$ cat config.mk
export PLATFORM = sky130hd
export DESIGN_NAME = pipe_hazard_ctrl
export DESIGN_NICKNAME = d
export VERILOG_FILES = /design/src/rtl/pipe_hazard_ctrl_pkg.sv /design/src/rtl/pipe_hazard_ctrl_sat_counter.sv /design/src/rtl/pipe_hazard_ctrl.sv
export SDC_FILE = /design/constraint.sdc
export NUM_CORES = 1
export LEC_CHECK = 0
export CORE_MARGIN = 2
export CORE_UTILIZATION = 48
export CTS_CLUSTER_SIZE = 14
export DETAILED_ROUTE_END_ITERATION = 12
export HOLD_SLACK_MARGIN = 0.03
export PLACE_DENSITY = 0.8
export SYNTH_ARGS = -nofsm -noshare
export SYNTH_HDL_FRONTEND = slang
export SYNTH_SLANG_ARGS = --single-unit
$ cat constraint.sdc
create_clock -name clk -period 3.24 [get_ports clk]
set_input_delay 0.648 -clock clk [delete_from_list [all_inputs] [get_ports clk]]
set_output_delay 0.648 -clock clk [all_outputs]
set_load 0.02 [all_outputs]
$ cat src/rtl/pipe_hazard_ctrl_pkg.sv
// Shared pipeline types and defaults for the hazard controller.
// Holds the FSM encoding, control bundle and default sizing.
package pipe_hazard_ctrl_pkg;

  typedef enum logic {
    RUN     = 1'b0,
    MEMWAIT = 1'b1
  } hz_state_e;

  localparam int TIMEOUT_DEF = 255;
  localparam int CNT_W_DEF   = 16;
  localparam int WAIT_W      = 8;

  typedef struct packed {
    logic pc_write;
    logic ifid_write;
    logic ifid_flush;
    logic idex_write;
    logic idex_flush;
    logic exmem_write;
    logic memwb_flush;
  } hz_ctrl_t;

  localparam hz_ctrl_t CTRL_RUN = '{
    pc_write:    1'b1,
    ifid_write:  1'b1,
    ifid_flush:  1'b0,
    idex_write:  1'b1,
    idex_flush:  1'b0,
    exmem_write: 1'b1,
    memwb_flush: 1'b0
  };

  localparam hz_ctrl_t CTRL_MEM = '{
    pc_write:    1'b0,
    ifid_write:  1'b0,
    ifid_flush:  1'b0,
    idex_write:  1'b0,
    idex_flush:  1'b0,
    exmem_write: 1'b0,
    memwb_flush: 1'b1
  };

  localparam hz_ctrl_t CTRL_BR = '{
    pc_write:    1'b1,
    ifid_write:  1'b1,
    ifid_flush:  1'b1,
    idex_write:  1'b1,
    idex_flush:  1'b1,
    exmem_write: 1'b1,
    memwb_flush: 1'b0
  };

  localparam hz_ctrl_t CTRL_LU = '{
    pc_write:    1'b0,
    ifid_write:  1'b0,
    ifid_flush:  1'b0,
    idex_write:  1'b1,
    idex_flush:  1'b1,
    exmem_write: 1'b1,
    memwb_flush: 1'b0
  };

  function automatic logic src_hit(
    input logic       used,
    input logic [4:0] rs,
    input logic [4:0] rd
  );
    return used && (rs == rd);
  endfunction

endpackage

$ cat src/rtl/pipe_hazard_ctrl_sat_counter.sv
// Saturating up-counter used for the hazard performance counters.
// Holds at all-ones; synchronous active-high reset.
module sat_counter #(
  parameter int W = 16
) (
  input  logic         clk,
  input  logic         reset,
  input  logic         inc,
  output logic [W-1:0] count
);

  logic [W-1:0] count_q;
  logic [W-1:0] count_d;

  always_comb begin
    count_d = count_q;
    if (inc && (count_q != '1)) begin
      count_d = count_q + W'(1);
    end
  end

  always_ff @(posedge clk) begin
    if (reset) begin
      count_q <= '0;
    end else begin
      count_q <= count_d;
    end
  end

  assign count = count_q;

endmodule

$ cat src/rtl/pipe_hazard_ctrl.sv
// Pipeline hazard controller: stall/flush decode, memory-wait FSM,
// sticky memory timeout and saturating stall/flush counters.
module pipe_hazard_ctrl
  import pipe_hazard_ctrl_pkg::*;
#(
  parameter int TIMEOUT = TIMEOUT_DEF,
  parameter int CNT_W   = CNT_W_DEF
) (
  input  logic             clk,
  input  logic             reset,
  input  logic [4:0]       id_rs1,
  input  logic [4:0]       id_rs2,
  input  logic             id_uses_rs1,
  input  logic             id_uses_rs2,
  input  logic [4:0]       ex_rd,
  input  logic             ex_memtoreg,
  input  logic             ex_branch_taken,
  input  logic             mem_req,
  input  logic             mem_ready,
  output logic             pc_write,
  output logic             ifid_write,
  output logic             ifid_flush,
  output logic             idex_write,
  output logic             idex_flush,
  output logic             exmem_write,
  output logic             memwb_flush,
  output logic             mem_timeout,
  output logic [CNT_W-1:0] stall_cnt,
  output logic [CNT_W-1:0] flush_cnt
);

  localparam logic [WAIT_W-1:0] TIMEOUT_W = WAIT_W'(TIMEOUT);

  logic              mem_stall;
  logic              rs1_hit;
  logic              rs2_hit;
  logic              load_use;
  logic              sel_mem;
  logic              sel_br;
  logic              sel_lu;
  hz_ctrl_t          ctrl;
  hz_state_e         state_q;
  hz_state_e         state_d;
  logic [WAIT_W-1:0] wait_q;
  logic [WAIT_W-1:0] wait_d;
  logic              timeout_q;
  logic              timeout_d;
  logic              timeout_hit;
  logic              stall_inc;
  logic              flush_inc;

  assign mem_stall = mem_req & ~mem_ready;
  assign rs1_hit   = src_hit(id_uses_rs1, id_rs1, ex_rd);
  assign rs2_hit   = src_hit(id_uses_rs2, id_rs2, ex_rd);
  assign load_use  = ex_memtoreg & (ex_rd != 5'd0)
                   & (rs1_hit | rs2_hit);

  // Selects are made mutually exclusive so the decode is one-hot.
  assign sel_mem = mem_stall;
  assign sel_br  = ~mem_stall & ex_branch_taken;
  assign sel_lu  = ~mem_stall & ~ex_branch_taken & load_use;

  always_comb begin
    ctrl = CTRL_RUN;
    unique case (1'b1)
      sel_mem: ctrl = CTRL_MEM;
      sel_br:  ctrl = CTRL_BR;
      sel_lu:  ctrl = CTRL_LU;
      default: ctrl = CTRL_RUN;
    endcase
  end

  assign pc_write    = ctrl.pc_write;
  assign ifid_write  = ctrl.ifid_write;
  assign ifid_flush  = ctrl.ifid_flush;
  assign idex_write  = ctrl.idex_write;
  assign idex_flush  = ctrl.idex_flush;
  assign exmem_write = ctrl.exmem_write;
  assign memwb_flush = ctrl.memwb_flush;

  // wait_q counts stall cycles already spent in the current wait,
  // including the RUN cycle that entered MEMWAIT; it is 0 in RUN.
  always_comb begin
    state_d = state_q;
    wait_d  = wait_q;
    case (state_q)
      RUN: begin
        if (mem_stall) begin
          state_d = MEMWAIT;
          wait_d  = WAIT_W'(1);
        end else begin
          wait_d  = '0;
        end
      end
      MEMWAIT: begin
        if (!mem_stall) begin
          state_d = RUN;
          wait_d  = '0;
        end else if (wait_q != '1) begin
          wait_d  = wait_q + WAIT_W'(1);
        end
      end
      default: begin
        state_d = RUN;
        wait_d  = '0;
      end
    endcase
  end

  assign timeout_hit = mem_stall & (wait_q == TIMEOUT_W);
  assign timeout_d   = timeout_q | timeout_hit;
  assign mem_timeout = timeout_q | timeout_hit;

  always_ff @(posedge clk) begin
    if (reset) begin
      state_q   <= RUN;
      wait_q    <= '0;
      timeout_q <= 1'b0;
    end else begin
      state_q   <= state_d;
      wait_q    <= wait_d;
      timeout_q <= timeout_d;
    end
  end

  assign stall_inc = ~ctrl.pc_write;
  assign flush_inc = ctrl.ifid_flush | ctrl.idex_flush;

  sat_counter #(
    .W(CNT_W)
  ) u_stall_cnt (
    .clk   (clk),
    .reset (reset),
    .inc   (stall_inc),
    .count (stall_cnt)
  );

  sat_counter #(
    .W(CNT_W)
  ) u_flush_cnt (
    .clk   (clk),
    .reset (reset),
    .inc   (flush_inc),
    .count (flush_cnt)
  );

endmodule

; ---- Word-level counts from Yosys, hierarchy flattened
; Cells that the tools add are included.
[op_classes]
add_sub_neg = 3
eq_ne = 7
mux = 6
bitwise_logic = 15
n_reduce_logical = 5
[op_table]
columns = cell, count
row1 = $add A16 B1 Y16 const B, 2
row2 = $ne A16 B16 Y1 const B, 2
row3 = $pmux W7 S3, 1
row4 = $mux W8, 2
row5 = $pmux W8 S2, 1
row6 = $eq A5 B5 Y1, 2
row7 = $add A8 B1 Y8 const B, 1
row8 = $eq A8 B8 Y1 const B, 1
row9 = $ne A8 B8 Y1 const B, 1
row10 = $and A1 B1 Y1, 7
row11 = $not A1 Y1, 5
row12 = $reduce_bool A5 Y1, 1
row13 = $logic_and A1 B1 Y1, 4
row14 = $ne A3 B2 Y1 const B, 1
row15 = $or A1 B1 Y1, 3
row16 = $mux W1, 2
[totals]
regBits = 42
in_bits = 23
out_inout_bits = 40

; ---- Longest topological paths before layout
[depth]
ltp_word = 8
mapped_depth = 9
mapped_depth_nobuf = 7

; ---- Modules after synthesis
; A second synthesis with hierarchy kept.
[hier_totals]
hier_cells = 270
hier_area_um2 = 2322.2
[by_module_without_submodules]
columns = mod, n_inst, cells_each, area_each_um2
row1 = sat_counter, 2, 99, 848.3
row2 = pipe_hazard_ctrl, 1, 72, 625.6

; ---- Worst setup path after synthesis
; No wires, ideal clock.
[synth_path]
path_kind = input to output
startpoint = in ex_rd[2]
endpoint = out pc_write
arrival_time_ns = 2.372
setup_slack_ns = 0.220
path_stages = 7
n_path_buf = 3
path_cell_list = or4_1 > o21ai_1 > o31ai_4 > inv_4 > buf_6 > clkbuf_1 > buf_4
[synth_between]
elab_chain_len = 6
word_cells_on_any_way = 10
cone_classes = eq/ne: 2 / mux: 1 / bitwise: 4 / reduce/logical: 3
[synth_rtl]
columns = item, line
row1 = start: declaration, pipe_hazard_ctrl.sv:15  ; input logic [4:0] ex_rd,
row2 = $eq A5 B5 Y1, pipe_hazard_ctrl_pkg.sv:69  ; return used && (rs == rd);
row3 = $logic_and A1 B1 Y1, pipe_hazard_ctrl_pkg.sv:69
row4 = $or A1 B1 Y1, pipe_hazard_ctrl.sv:56  ; & (rs1_hit | rs2_hit);
row5 = $and A1 B1 Y1 *, pipe_hazard_ctrl.sv:56
row6 = $and A1 B1 Y1 *, pipe_hazard_ctrl.sv:61  ; assign sel_lu = ~mem_stall & ~ex_branch_taken & load_use;
row7 = $pmux W7 S3 *, pipe_hazard_ctrl.sv:65  ; unique case (1'b1)
row8 = end: declaration, pipe_hazard_ctrl.sv:20  ; output logic pc_write,
; Every way passes the cells marked *; elsewhere a longest branch is shown, timed or not.

; ---- Worst setup path in the final report
[layout_path]
startpoint = in ex_rd[0]
endpoint = out ifid_write
[layout_between]
elab_chain_len = 6
word_cells_on_any_way = 10
cone_classes = eq/ne: 2 / mux: 1 / bitwise: 4 / reduce/logical: 3
[layout_rtl]
columns = item, line
row1 = $eq A5 B5 Y1, pipe_hazard_ctrl_pkg.sv:69
row2 = $logic_and A1 B1 Y1, pipe_hazard_ctrl_pkg.sv:69
row3 = $or A1 B1 Y1, pipe_hazard_ctrl.sv:56
row4 = $and A1 B1 Y1 *, pipe_hazard_ctrl.sv:56
row5 = $and A1 B1 Y1 *, pipe_hazard_ctrl.sv:61
row6 = $pmux W7 S3 *, pipe_hazard_ctrl.sv:65
row7 = end: declaration, pipe_hazard_ctrl.sv:21  ; output logic ifid_write,
; Marks and branches as above.

==> results.py <==
metrics = {
    "status": {
        "run_status": "complete, no violations",
    },
    "placement": {
        "dp.cells": 383,
        "io_buffers": 62,
        "dpl.hpwl_um": 4140,
        "pre_cts_ws_ns": -0.134,
        "gp_congestion": 0.834,
    },
    "final_layout": {
        "final_util_pct": 66.4,
        "final_cells": 390,
        "nets": 362,
        "antenna-diode-count": 0,
        "drive_above_1_share_pct": 9.52,
        "area_delta_synth_final_pct": 35.7,
        "nFillCells": 385,
    },
    "sta": {
        "fmax_mhz": 317,
        "worst_pin_slew_ns": 0.612,
        "finalClockSkew_ns": 0.00746,
        "hold_slack_ns": 0.516,
        "rsz0062_at_grt": "false",
        "finalWorstSetupSlack_ns": 0.0891,
        "tns_ns": 0,
        "finalCritPeriodShare_pct": 97.3,
        "relSlewSlack_pct": 59.1,
        "maxSlewViolCount": 0,
        "final_hold_viol_count": 0,
        "fin_crit_ns": 3.15,
        "setup_violations": 0,
    },
    "synthesis": {
        "yosysWarnings": 0,
        "ys_seq_area_share_pct": 36.9,
        "synth_seq_cells": 42,
        "synth_flop_cell": "dfxtp_1",
        "muxShareOfSynthArea_pct": 4.39,
        "yosysUniqueCellTypes": 45,
        "synth.largest_area_cell": "dfxtp_1",
        "synthSimpleGateAreaFrac_pct": 29.0,
        "synthAdderAreaFrac_pct": 1.65,
        "synth-edff-count": 0,
        "synth.most_common_cell": "dfxtp_1",
        "avgSynthCellArea_um2": 8.38,
        "synth_area_leaders": "dfxtp_1, or4_1, o31ai_1, nand3_1, a21oi_1",
        "syn_area_mm2": 0.00228,
        "syn_nets": 298,
        "synth_xor_area_share_pct": 5.38,
        "yosys.area.top_type_share_pct": 36.9,
        "synth_top_family_by_area": "simple AND/OR/NAND/NOR gates",
        "async_reset_ff_share_pct": 0,
        "synth_commonest_cells": "dfxtp_1, nor2_1, nand3_1",
        "netlist_instances": 272,
        "synth_compound_area_share_pct": 17.5,
    },
    "clocking": {
        "ctsLongestPathBuffers": 2,
        "cts_hold_buf": 0,
        "h-tree-depth": 2,
        "tritoncts.num_buffers": 5,
        "clk_pin_slew_worst_paths_ns": 0.07,
        "clk_latency_ns": 0.30,
        "cts-root-buf": "clkbuf_8",
        "cts_resized": 3,
        "cts_tree": "built",
        "cts_num_sinks": 42,
        "postCtsSetupBuffers": 0,
    },
    "routing": {
        "drtPass1Iterations": 5,
        "wire_per_inst_um": 14.4,
        "first_iter_violations": 102,
        "via_count": 2316,
        "vias_per_cell": 5.94,
        "drc": 0,
        "routed_wl_um": 5620,
        "drtAntennaViolNets": 0,
    },
    "floorplanning": {
        "rows": 25,
        "start_util_pct": 48.9,
        "die_h_um": 72.9,
        "pin_count": 63,
        "die_w_um": 72.9,
        "dieArea_mm2": 0.00532,
        "core_mm2": 0.00466,
    },
    "critical_path": {
        "crit_path_start": "ex_rd[0]",
        "path_max_fanout": 8,
        "cp.required_ns": 2.59,
        "ff2ff_path_depth": 7,
        "crit_arrival_ns": 2.50,
        "start_kind": "input pin",
        "critPathKind": "input pin to output port",
        "endpoint_kind": "output port",
        "r2r-start": "u_flush_cnt.count[0]",
        "endpoint": "ifid_write",
        "r2r_slack_ns": 0.96,
        "r2r-end": "u_flush_cnt.count[7]",
    },
    "hold_path": {
        "hold_path.class": "flop to flop",
    },
    "grt": {
        "top_usage_layer": "met2",
        "grt_pass1_wl_um": 9270,
        "grtUsageMet2_pct": 33.9,
        "antenna_found_initial": 0,
        "grt_max_degree": 30,
        "overflow": 0,
        "track_usage_pct": 22.0,
        "grt_pass1_vias": 2091,
        "use_met3_pct": 5.80,
        "met1_usage_pct": 29.1,
    },
    "flow_run": {
        "drv.max_cap_violation_count": 0,
    },
    "power": {
        "p_per_area_mw_per_mm2": 348,
        "p_leak_nw": 1.05,
        "ir_drop_mv": 0.170,
    },
}
## layout by cell type (no fill, tap or decap), types with 6 or more instances in the layout
master,synthesis,routed
xor2_1,10,10
nor2b_1,7,7
nor2_1,24,24
buf_4,2,10
a21oi_1,22,22
clkbuf_8,0,6
nand2_1,11,11
and3_1,6,6
clkdlybuf4s50_1,0,59
inv_1,9,9
nand4_1,6,6
mux2_2,8,8
dfxtp_1,42,42
o31ai_1,16,16
nor4_1,7,7
nand3_1,23,23
or4_1,18,18
## cell families after synthesis
group / Yosys count
xor gates and xnor gates: 14
adders and majority gates: 3
DFF: 42
AOI/OAI and AO/OA: 59
and+or+nand+nor: 119
muxes: 9
buffers and inverters: 26
## layer usage
layer	wire length (um)	vias to the layer above
met5	0	-
met4	98	0
met3	378	10
met2	2650	76
met1	2490	1077
li1	-	1153
## layout make-up
cell class                      instances  area (um^2)  area share (%)
Clock inverter                          1         30.0           0.971
Sequential cell                        42          841            27.2
Timing Repair Buffer                   73          712            23.0
Inverter                               10         40.0            1.29
Multi-Input combinational cell        204         1320            42.7
Tap cell                               54         67.6            2.18
Clock buffer                            6         82.6            2.67
## worst max-delay path: stages
cell and delay [ns]:
clkdlybuf4s50_1 0.46, xor2_1 0.19, nor4_1 0.31, a32oi_1 0.16
o31ai_4 0.31, inv_4 0.09, dlygate4sd2_1 0.33
## worst min-delay path by stage
stage               cells past startpoint                    end             startpoint  slack, ns
finish                                  2  u_stall_cnt.count[12]  u_stall_cnt.count[12]       0.52
global route                            2   u_flush_cnt.count[4]   u_flush_cnt.count[4]       0.54
CTS                                     2  u_stall_cnt.count[14]  u_stall_cnt.count[14]       0.51
detailed placement                      2  u_stall_cnt.count[14]  u_stall_cnt.count[14]       0.50
global placement                        2              wait_q[7]              wait_q[7]       0.49
floorplan                               1              wait_q[6]              wait_q[6]       0.47
## power by group
part	internal, mW	leakage [nW]	total (mW)	switching [mW]
combinational	0.0616	0.649	0.124	0.0619
clock	0.247	0.0573	0.426	0.179
sequential	0.520	0.339	0.526	0.00570
total	0.828	1.05	1.07	0.247
## through the flow
stage	cell area, um^2	total power, mW
floorplan	2280	0.598
global placement	2980	0.660
detailed placement	2980	0.663
CTS	3090	1.08
global route	3090	1.11
finish	3090	1.07
## registers in the layout, summed over array words and instances, names as in the netlist
signal	cells
state_q	1
u_flush_cnt.count	16
u_stall_cnt.count	16
timeout_q	1
wait_q	8
Power figures use the tool's default switching activity.
